## src/rtl/vga_rx_monitor.sv

```systemverilog
// vga_rx_monitor
// Receive-side monitor for a VGA stream (640x480@60 by default). It samples
// the generator's syncs and colour on the pixel clock, locks a pair of
// position counters to the sync edges, reports every visible pixel with its
// coordinates, flags horizontal/vertical timing errors and produces a
// per-frame colour checksum for clean frames.
//
// Ports:
//   clk_25_175  in   pixel clock
//   rst         in   asynchronous reset, active-high
//   hsync       in   horizontal sync from the generator
//   vsync       in   vertical sync from the generator
//   rgb         in   12-bit colour {r,g,b}, 4 bits each
//   pix_valid   out  pix_x/pix_y/pix_rgb hold a visible pixel
//   pix_x       out  column of the reported pixel
//   pix_y       out  row of the reported pixel
//   pix_rgb     out  colour of the reported pixel
//   frame_start out  pulse together with pixel (0,0)
//   frame_done  out  pulse together with the last pixel of a clean frame
//   frame_sum   out  checksum of the last clean frame
//   locked      out  monitor is fully locked (horizontal and vertical)
//   h_err       out  one-cycle horizontal timing error pulse
//   v_err       out  one-cycle vertical timing error pulse
//   err_count   out  saturating count of cycles with a timing error
//
// Pipeline: stage 1 registers the pins and advances hc/vc/state so that they
// describe the stage-1 sample; stage 2 registers every pixel/frame/error
// output from the stage-1 sample, giving two clocks from pins to outputs.
// hc/vc are 10 bits wide, so H_TOTAL and V_TOTAL must not exceed 1024.

module vga_rx_monitor #(
    parameter int H_VISIBLE = 640,
    parameter int H_FRONT   = 16,
    parameter int H_SYNC    = 96,
    parameter int H_TOTAL   = 800,
    parameter int V_VISIBLE = 480,
    parameter int V_FRONT   = 10,
    parameter int V_TOTAL   = 525,
    parameter int SYNC_POL  = 0
) (
    input  logic        clk_25_175,
    input  logic        rst,
    input  logic        hsync,
    input  logic        vsync,
    input  logic [11:0] rgb,
    output logic        pix_valid,
    output logic [9:0]  pix_x,
    output logic [9:0]  pix_y,
    output logic [11:0] pix_rgb,
    output logic        frame_start,
    output logic        frame_done,
    output logic [15:0] frame_sum,
    output logic        locked,
    output logic        h_err,
    output logic        v_err,
    output logic [7:0]  err_count
);

    localparam int HS = H_VISIBLE + H_FRONT;
    localparam int VS = V_VISIBLE + V_FRONT;

    // A misconfigured line shorter than front porch plus sync pulse would make
    // hc wrap inside the pulse; stretch the counted line so the pulse fits.
    localparam int H_COUNT = (HS + H_SYNC > H_TOTAL) ? (HS + H_SYNC) : H_TOTAL;

    localparam logic [9:0] HS_C   = 10'(HS);
    localparam logic [9:0] VS_C   = 10'(VS);
    localparam logic [9:0] H_LAST = 10'(H_COUNT - 1);
    localparam logic [9:0] V_LAST = 10'(V_TOTAL - 1);
    localparam logic [9:0] HV_C   = 10'(H_VISIBLE);
    localparam logic [9:0] VV_C   = 10'(V_VISIBLE);
    localparam logic [9:0] X_LAST = 10'(H_VISIBLE - 1);
    localparam logic [9:0] Y_LAST = 10'(V_VISIBLE - 1);
    localparam logic       ACT    = (SYNC_POL != 0) ? 1'b1 : 1'b0;

    typedef enum logic [1:0] {
        SEARCH = 2'd0,
        HLOCK  = 2'd1,
        LOCKED = 2'd2
    } state_t;

    state_t      state, state_next;
    logic        hs1, vs1;
    logic [11:0] rgb1;
    logic [9:0]  hc, vc, hc_next, vc_next, hc_nat, vc_nat;
    logic        herr1, verr1, herr_next, verr_next;
    logic        hfall, vfall, h_bad, h_miss, v_bad, v_miss;
    logic        valid1, at_origin, at_last, clean;
    logic [15:0] acc;

    // Edge detection compares the incoming pin against the stage-1 copy, so
    // a "fall" belongs to the sample that is about to enter stage 1. The
    // natural count is where hc/vc would land for that sample with no reload.
    always_comb begin
        hfall  = (hsync == ACT) && (hs1 != ACT);
        vfall  = (vsync == ACT) && (vs1 != ACT);
        hc_nat = (hc == H_LAST) ? 10'd0 : hc + 10'd1;
        if (hc == H_LAST) begin
            vc_nat = (vc == V_LAST) ? 10'd0 : vc + 10'd1;
        end else begin
            vc_nat = vc;
        end
        h_bad  = hfall && (hc_nat != HS_C);
        h_miss = !hfall && (hc_nat == HS_C);
        v_bad  = vfall && !((hc_nat == 10'd0) && (vc_nat == VS_C));
        v_miss = !vfall && (hc_nat == 10'd0) && (vc_nat == VS_C);
    end

    // Lock state machine and counter reloads. In LOCKED the horizontal
    // checks are evaluated after the vertical ones so that a lost hsync
    // (SEARCH) overrides the milder fall back to HLOCK.
    always_comb begin
        state_next = state;
        herr_next  = 1'b0;
        verr_next  = 1'b0;
        hc_next    = hfall ? HS_C : hc_nat;
        vc_next    = vc_nat;
        case (state)
            SEARCH: begin
                if (hfall) begin
                    state_next = HLOCK;
                end
            end
            HLOCK: begin
                if (h_miss) begin
                    herr_next  = 1'b1;
                    state_next = SEARCH;
                end else if (h_bad) begin
                    herr_next  = 1'b1;
                end else if (vfall && (hc_nat == 10'd0)) begin
                    vc_next    = VS_C;
                    state_next = LOCKED;
                end
            end
            LOCKED: begin
                if (vfall) begin
                    vc_next = VS_C;
                end
                if (v_bad || v_miss) begin
                    verr_next  = 1'b1;
                    state_next = HLOCK;
                end
                if (h_bad) begin
                    herr_next  = 1'b1;
                    state_next = HLOCK;
                end
                if (h_miss) begin
                    herr_next  = 1'b1;
                    state_next = SEARCH;
                end
            end
            default: begin
                state_next = SEARCH;
            end
        endcase
    end

    // Stage 1: pin capture plus counters and state for the captured sample.
    // The sync copies reset to the active level so that a sync already
    // active when reset is released is not mistaken for a fresh edge.
    always_ff @(posedge clk_25_175 or posedge rst) begin
        if (rst) begin
            hs1   <= ACT;
            vs1   <= ACT;
            rgb1  <= '0;
            hc    <= '0;
            vc    <= '0;
            state <= SEARCH;
            herr1 <= 1'b0;
            verr1 <= 1'b0;
        end else begin
            hs1   <= hsync;
            vs1   <= vsync;
            rgb1  <= rgb;
            hc    <= hc_next;
            vc    <= vc_next;
            state <= state_next;
            herr1 <= herr_next;
            verr1 <= verr_next;
        end
    end

    always_comb begin
        valid1    = (state == LOCKED) && (hc < HV_C) && (vc < VV_C);
        at_origin = valid1 && (hc == 10'd0) && (vc == 10'd0);
        at_last   = valid1 && (hc == X_LAST) && (vc == Y_LAST);
    end

    // Stage 2: pixel reporting, error pulses and the frame checksum. A frame
    // stays clean only while every stage-1 sample since its (0,0) was LOCKED.
    always_ff @(posedge clk_25_175 or posedge rst) begin
        if (rst) begin
            pix_valid   <= 1'b0;
            pix_x       <= '0;
            pix_y       <= '0;
            pix_rgb     <= '0;
            frame_start <= 1'b0;
            frame_done  <= 1'b0;
            frame_sum   <= '0;
            h_err       <= 1'b0;
            v_err       <= 1'b0;
            err_count   <= '0;
            acc         <= '0;
            clean       <= 1'b0;
        end else begin
            pix_valid   <= valid1;
            pix_x       <= valid1 ? hc : 10'd0;
            pix_y       <= valid1 ? vc : 10'd0;
            pix_rgb     <= valid1 ? rgb1 : 12'd0;
            frame_start <= at_origin;
            frame_done  <= at_last && clean;
            h_err       <= herr1;
            v_err       <= verr1;
            if ((herr1 || verr1) && (err_count != 8'hFF)) begin
                err_count <= err_count + 8'd1;
            end
            if (at_origin) begin
                acc <= {4'b0000, rgb1};
            end else if (valid1) begin
                acc <= acc + {4'b0000, rgb1};
            end
            if (at_origin) begin
                clean <= 1'b1;
            end else if (state != LOCKED) begin
                clean <= 1'b0;
            end
            if (at_last && clean) begin
                frame_sum <= acc + {4'b0000, rgb1};
            end
        end
    end

    assign locked = (state == LOCKED);

endmodule

```

## config.mk

```make
export PLATFORM = sky130hd
export DESIGN_NAME = vga_rx_monitor
export DESIGN_NICKNAME = d
export VERILOG_FILES = /design/src/rtl/vga_rx_monitor.sv
export SDC_FILE = /design/constraint.sdc
export NUM_CORES = 1
export LEC_CHECK = 0
export ABC_AREA = 1
export BUFFER_PORTS_ARGS = -buffer_cell sky130_fd_sc_hd__buf_4
export CORE_UTILIZATION = 50
export CTS_CLUSTER_DIAMETER = 100
export DETAILED_ROUTE_END_ITERATION = 8
export GPL_TIMING_DRIVEN = 0
export PLACE_DENSITY_LB_ADDON = 0.2
export RECOVER_POWER = 50
export SLEW_MARGIN = 25
export SYNTH_ARGS = -nofsm -noshare
export SYNTH_HDL_FRONTEND = slang
export SYNTH_SLANG_ARGS = --single-unit
```

## constraint.sdc

```tcl
create_clock -name clk_25_175 -period 7.91 [get_ports clk_25_175]
set_clock_uncertainty 0.2 [all_clocks]
set_input_delay 0.791 -clock clk_25_175 [delete_from_list [all_inputs] [get_ports clk_25_175]]
set_output_delay 0.791 -clock clk_25_175 [all_outputs]
set_load 0.1 [all_outputs]
```

**Word-level counts from Yosys, hierarchy flattened**

Cells that the tools add are included.

- Register bits after elaboration: 116
- Word-level logic and storage cells: 102

- Add/subtract/negate cells: 4
- Mux-type cells: 29
- Bitwise operators: 2
- Reductions and logical operators: 30
- Eq/ne operators: 15
- $lt $le $gt $ge: 2

Operators with widths:

| cell | count |
|---|---|
| 10-bit two-way mux | 10 |
| 10-bit == test, second input constant | 4 |
| 16-bit two-way mux | 2 |
| 10-bit logical NOT | 3 |
| 10-bit by 1-bit adder with 10-bit output, second input constant | 2 |
| 10-bit by 9-bit == test with 1-bit output, second input constant | 2 |
| 10-bit case mux with 2 select lines | 1 |
| 1-bit logical AND | 17 |
| 16-bit by 12-bit adder with 16-bit output | 1 |
| 2-bit two-way mux | 7 |
| 12-bit two-way mux | 1 |
| 10-bit < comparator, second input constant | 1 |
| 10-bit by 9-bit < comparator with 1-bit output, second input constant | 1 |
| 10-bit inequality test, second input constant | 1 |
| 8-bit by 1-bit adder with 8-bit output, second input constant | 1 |
| 8-bit inequality test, second input constant | 1 |
| 1-bit two-way mux | 7 |
| 3-bit inequality test, second input constant | 2 |
| 2-bit case mux with 3 select lines | 1 |
| 2-bit inequality test, second input constant | 2 |
| 4-bit by 1-bit inequality test with 1-bit output, second input constant | 1 |
| 4-bit AND reduction | 1 |
| 2-bit nonzero test | 2 |
| 1-bit logical NOT | 3 |
| 6 further kinds | 8 |

**Logic depth before layout (Yosys ltp)**

- Word-level depth: 12
- Gate-level depth with buffers: 18
- Gate-level depth less buffers: 18

**Worst setup path after synthesis**

No wires, ideal clock.

- Kind: register -> register
- Start: register state[0]
- End: register frame_sum[12]
- Cell stages (with the launch flop): 9
- Slack: 5019 ps
- Path buffers: 1
- Arrival time: 2560 ps
- Period minus slack after synthesis: 2891 ps
- Library setup time: 131 ps
- Cell sequence: dfrtp_1 inv_1 ha_1 nand3_1 nor3_4 nand4_1 clkbuf_1 nand2_1 o21ai_0

- Cells in the longest elaborated chain, start to end: 6

Ends and longest elaborated chain:

| what | line | text |
|---|---|---|
| start: declaration | 82 | `state_t state, state_next;` |
| start signal: assignment | 177 | `state <= state_next;` |
| 2-bit == test | n/a |  |
| net locked | 53 | `output logic locked,` |
| 1-bit logical AND (2 in a row) | 184 | `valid1 = (state == LOCKED) && (hc < HV_C) && (vc < VV_C);` |
| net valid1 | 88 | `logic valid1, at_origin, at_last, clean;` |
| 1-bit logical AND (2 in a row) | 186 | `at_last = valid1 && (hc == X_LAST) && (vc == Y_LAST);` |
| 1-bit logical AND | 227 | `if (at_last && clean) begin` |
| end signal: assignment | 228 | `frame_sum <= acc + {4'b0000, rgb1};` |
| end: declaration | 52 | `output logic [15:0] frame_sum,` |

The timed path passes the listed nets, and every way through them passes these cells.
A chain may end at the register's enable or synchronous reset.

**Worst setup path in the final report**

- Start: register hc[0]
- End: register state[1]

- Cells in the longest elaborated chain, start to end: 9
- Elaborated cells between the ends (all ways): 25
- Classes of those cells: add/sub: 1; eq/ne: 7; mux: 6; reduce/logical: 11

Ends and longest elaborated chain:

| what | line | text |
|---|---|---|
| start: declaration | 85 | `logic [9:0] hc, vc, hc_next, vc_next, hc_nat, vc_nat;` |
| start signal: assignment | 175 | `hc <= hc_next;` |
| 10-bit by 1-bit adder with 10-bit output or 10-bit == test (tied branches) | 97, 98 |  |
| 10-bit two-way mux (on tied branches) | 97, 98 |  |
| 10-bit logical NOT or 10-bit by 9-bit == test with 1-bit output (tied branches) | 105, 106, 130 |  |
| 1-bit logical AND | 105 | `v_bad = vfall && !((hc_nat == 10'd0) && (vc_nat == VS_C));` |
| 1-bit logical NOT | 105 |  |
| 1-bit logical AND | 105 |  |
| 1-bit logical OR | 139 | `if (v_bad \|\| v_miss) begin` |
| 4-bit by 1-bit inequality test with 1-bit output (no source line) | n/a |  |
| 4-bit AND reduction (no source line) | n/a |  |

Parallel ways exist; a longest one is shown, timed or not.

==> metrics.csv <==
stage,metric,value,unit
power_and_ir_drop,PwrDens,282,nW/µm²
worst_setup_path,FF-to-FF End,state[1],
detailed_routing,Pre-antenna DRT Iters,4,
logic_synthesis,Mean Syn Cell Area,8.54,µm²
clock_network,post-CTS sizing,0,
detailed_routing,Avg Vias per Cell,5.10,
detailed_routing,DRC Markers,0,
clock_network,clock-pin transition on the worst setup and hold timing paths,0.05,ns
logic_synthesis,count of cell types in the netlist,46,
power_and_ir_drop,Final Power,2.01,mW
timing,Slew @ Worst Pin,1.83,ns
power_and_ir_drop,Leak Pwr,3.78,nW
timing,Tmin final,3.36,ns
timing,RSZ-0062 raised after global routing,false,
placement,Final HPWL DP,9.83,mm
cells_and_area,Seq. cell area,2900,µm²
logic_synthesis,Post-synth top flop,dfrtp_1,
logic_synthesis,Synth async-reset ratio,1.00,
detailed_routing,Antenna Violating Nets Remaining,0,
timing,Hold Fails Final Rpt,0,
cells_and_area,nets,812,
cells_and_area,layout cells sized above 1,0.189,
cells_and_area,Area Growth Syn to Fin,23.8,%
outcome,status,finished with violations,
worst_setup_path,"Max FO, Critical Path",6,
clock_network,clk sinks,116,
hold_path,Hold WC Path Type,flop to flop,
clock_network,CTS Buffer Depth,2,
detailed_routing,vias post-DR,4709,
clock_network,clock tree root driver cell,clkbuf_16,
worst_setup_path,flop2flop setup slack,4.55,ns
timing,Slew Limit Fails,39,
logic_synthesis,register area share after synthesis,0.504,
worst_setup_path,reg2reg path depth,16,
floorplanning,row count,38,
worst_setup_path,Worst EP required,8.03,ns
cells_and_area,Final Util,0.646,
placement,RePlAce Congestion,0.877,
cells_and_area,fill cell count,931,
worst_setup_path,Crit. End Element,flop,
floorplanning,DIE WIDTH,109,µm
cells_and_area,most frequent cells in the layout,"175 x nand2_1, 116 x dfrtp_1, 79 x inv_1",
logic_synthesis,yosys warns,0,
global_route,initial antenna violation count,0,
timing,relative slew slack,-0.225,
power_and_ir_drop,maximum VDD drop,0.293,mV
clock_network,# H-tree levels,4,
detailed_routing,Wirelength per Cell,14.8,µm
placement,number of port buffers,77,
cells_and_area,diode count,0,
placement,Placed Cells,892,
worst_setup_path,origin of the critical flop-to-flop path,hc[0],
clock_network,Worst-Skew Late Latency,0.43,ns
timing,Final Cycle Share,0.425,
cells_and_area,Post-Layout Cell Count,924,
floorplanning,core area,11000,µm²
timing,Setup Viol. Count Final,0,
clock_network,cts bufs inserted,17,
logic_synthesis,"Cell Area, Synth",5750,µm²
clock_network,hold_buf cts,0,
cells_and_area,multi-input logic area,2430,µm²
floorplanning,die area,11900,µm²
global_route,first-pass GRT wire length,23.0,mm
floorplanning,starting density of the core,0.522,
timing,Total Neg Setup Slack,0,ns
logic_synthesis,synthesized flop and latch total,116,
job,Max-Cap Viols,1,
global_route,GR Overflow Total,0,
detailed_routing,Initial DRC Count,270,
timing,Fmax,297,MHz
clock_network,CTS tree,done,
clock_network,post-CTS setup buffer count,0,
worst_setup_path,"Data arrival, critical path",3.48,ns
worst_setup_path,critical path class,flop to flop,
global_route,Total GRT Usage,0.259,
floorplanning,Die H,109,µm
logic_synthesis,number of synthesized flops with an enable pin,0,
detailed_routing,drt total wl,13.7,mm
outcome,failing checks,"max-capacitance violations, max-slew violations",
floorplanning,io pins,78,
global_route,number of global-route vias before repair,4786,
worst_setup_path,startpoint types,flop,
logic_synthesis,post-synthesis cell count,674,
global_route,pin count of the biggest net entering global routing,79,
hold_path,Hold Path Origin,verr1,
cells_and_area,"commonest non-fill, non-tap cell in the layout",nand2_1,
logic_synthesis,syn nets,715,
hold_path,Min-Delay Endpoint,v_err,
hold_path,WHS Path Cells,0,
[worst max-delay path: stages, from the launching register on]
cell and delay, ns:
dfrtp_1 0.42, ha_1 0.19, nand2_1 0.13, nor2_1 0.33, nand3_1 0.31, nand3_1 0.26, inv_1 0.06, nor2_1 0.14
inv_1 0.06, nor4_1 0.30, inv_1 0.11, ha_1 0.19, a22oi_1 0.16, o21a_1 0.20, nand2_2 0.08, nand2_1 0.06
nand2_1 0.05
[cells by family (layout without fill, tap and decap cells)]
logic type / after synthesis / after routing / synth area share
buf+inv: 97 / 207 / 0.0659
compound gates: 68 / 68 / 0.0683
fa+ha+maj: 25 / 25 / 0.0557
flops: 116 / 116 / 0.504
xor+xnor: 20 / 20 / 0.0304
other cells: 1 / 1 / 0.000652
simple gates: 347 / 347 / 0.275
[layout make-up]
type,count,area share
Timing Repair Buffer,78,0.0845
Clock inverter,8,0.0169
Multi-Input combinational cell,461,0.341
Tap cell,140,0.0246
Inverter,88,0.0465
Sequential cell,116,0.407
Buffer,9,0.00685
Clock buffer,24,0.0718
[cell usage after synthesis, types with 2 or more instances]
cell	n	share of area
nand3_2	5	0.0087
inv_2	8	0.0052
nor4_1	2	0.0022
or2_2	4	0.0043
nor2_1	75	0.049
buf_2	3	0.0026
nor2_2	4	0.0043
nand2_1	174	0.11
nand3_1	38	0.033
o221ai_1	4	0.0061
a21oi_1	21	0.018
nor2_4	2	0.0039
a22oi_1	3	0.0039
nand2_2	8	0.0087
nand3b_1	3	0.0039
nor3_1	8	0.0070
nand4_1	14	0.015
clkbuf_1	4	0.0026
o21ai_1	6	0.0052
xor2_1	14	0.021
dfrtp_1	116	0.50
o211ai_1	4	0.0052
nor2_8	2	0.0070
xnor2_1	6	0.0091
a31oi_1	3	0.0033
o21ai_0	21	0.018
o21a_1	2	0.0026
ha_1	24	0.052
inv_1	79	0.052
[how the worst max path moves through the flow]
stage	slack, ns	end	start	cells after the start
4_1_cts	4.85	state[1]	hc[0]	16
2_1_floorplan	3.85	acc[0]	rst	1
6_report	4.55	state[1]	hc[0]	16
3_3_place_gp	2.62	rgb1[9]	rst	2
5_1_grt	4.10	state[1]	hc[0]	16
3_5_place_dp	4.89	state[1]	hc[0]	16
[registers in the layout, indices dropped and copies added, names as in the netlist, 2 cells and up]
name and flops:
vc 10, pix_rgb 12, hc 10, pix_y 10
pix_x 10, state 2, rgb1 12, err_count 8
frame_sum 16, acc 16
[routing by layer]
layer  track usage  routed length [µm]
met3        0.0628                 531
met2         0.438                6930
met1         0.316                5980
met5             0                   0
met4         0.107                 214
[stage by stage]
| stage | area [µm²] | setup slack (ns) | hold slack, ns |
|---|---|---|---|
| floorplan | 5750 | 3.85 | 0.149 |
| global placement | 6510 | 2.62 | 0.173 |
| detailed placement | 6540 | 4.89 | 0.163 |
| CTS | 7170 | 4.85 | 0.165 |
| global route | 7120 | 4.10 | 0.185 |
| finish | 7120 | 4.55 | 0.172 |
[power breakdown]
group / switching, mW / internal [mW] / leakage, nW / total, mW
clock network: 0.265 / 0.543 / 0.308 / 0.808
registers: 0.0540 / 0.648 / 1.55 / 0.702
logic: 0.354 / 0.145 / 1.92 / 0.499
No activity file was read; power rests on OpenSTA's default activity.
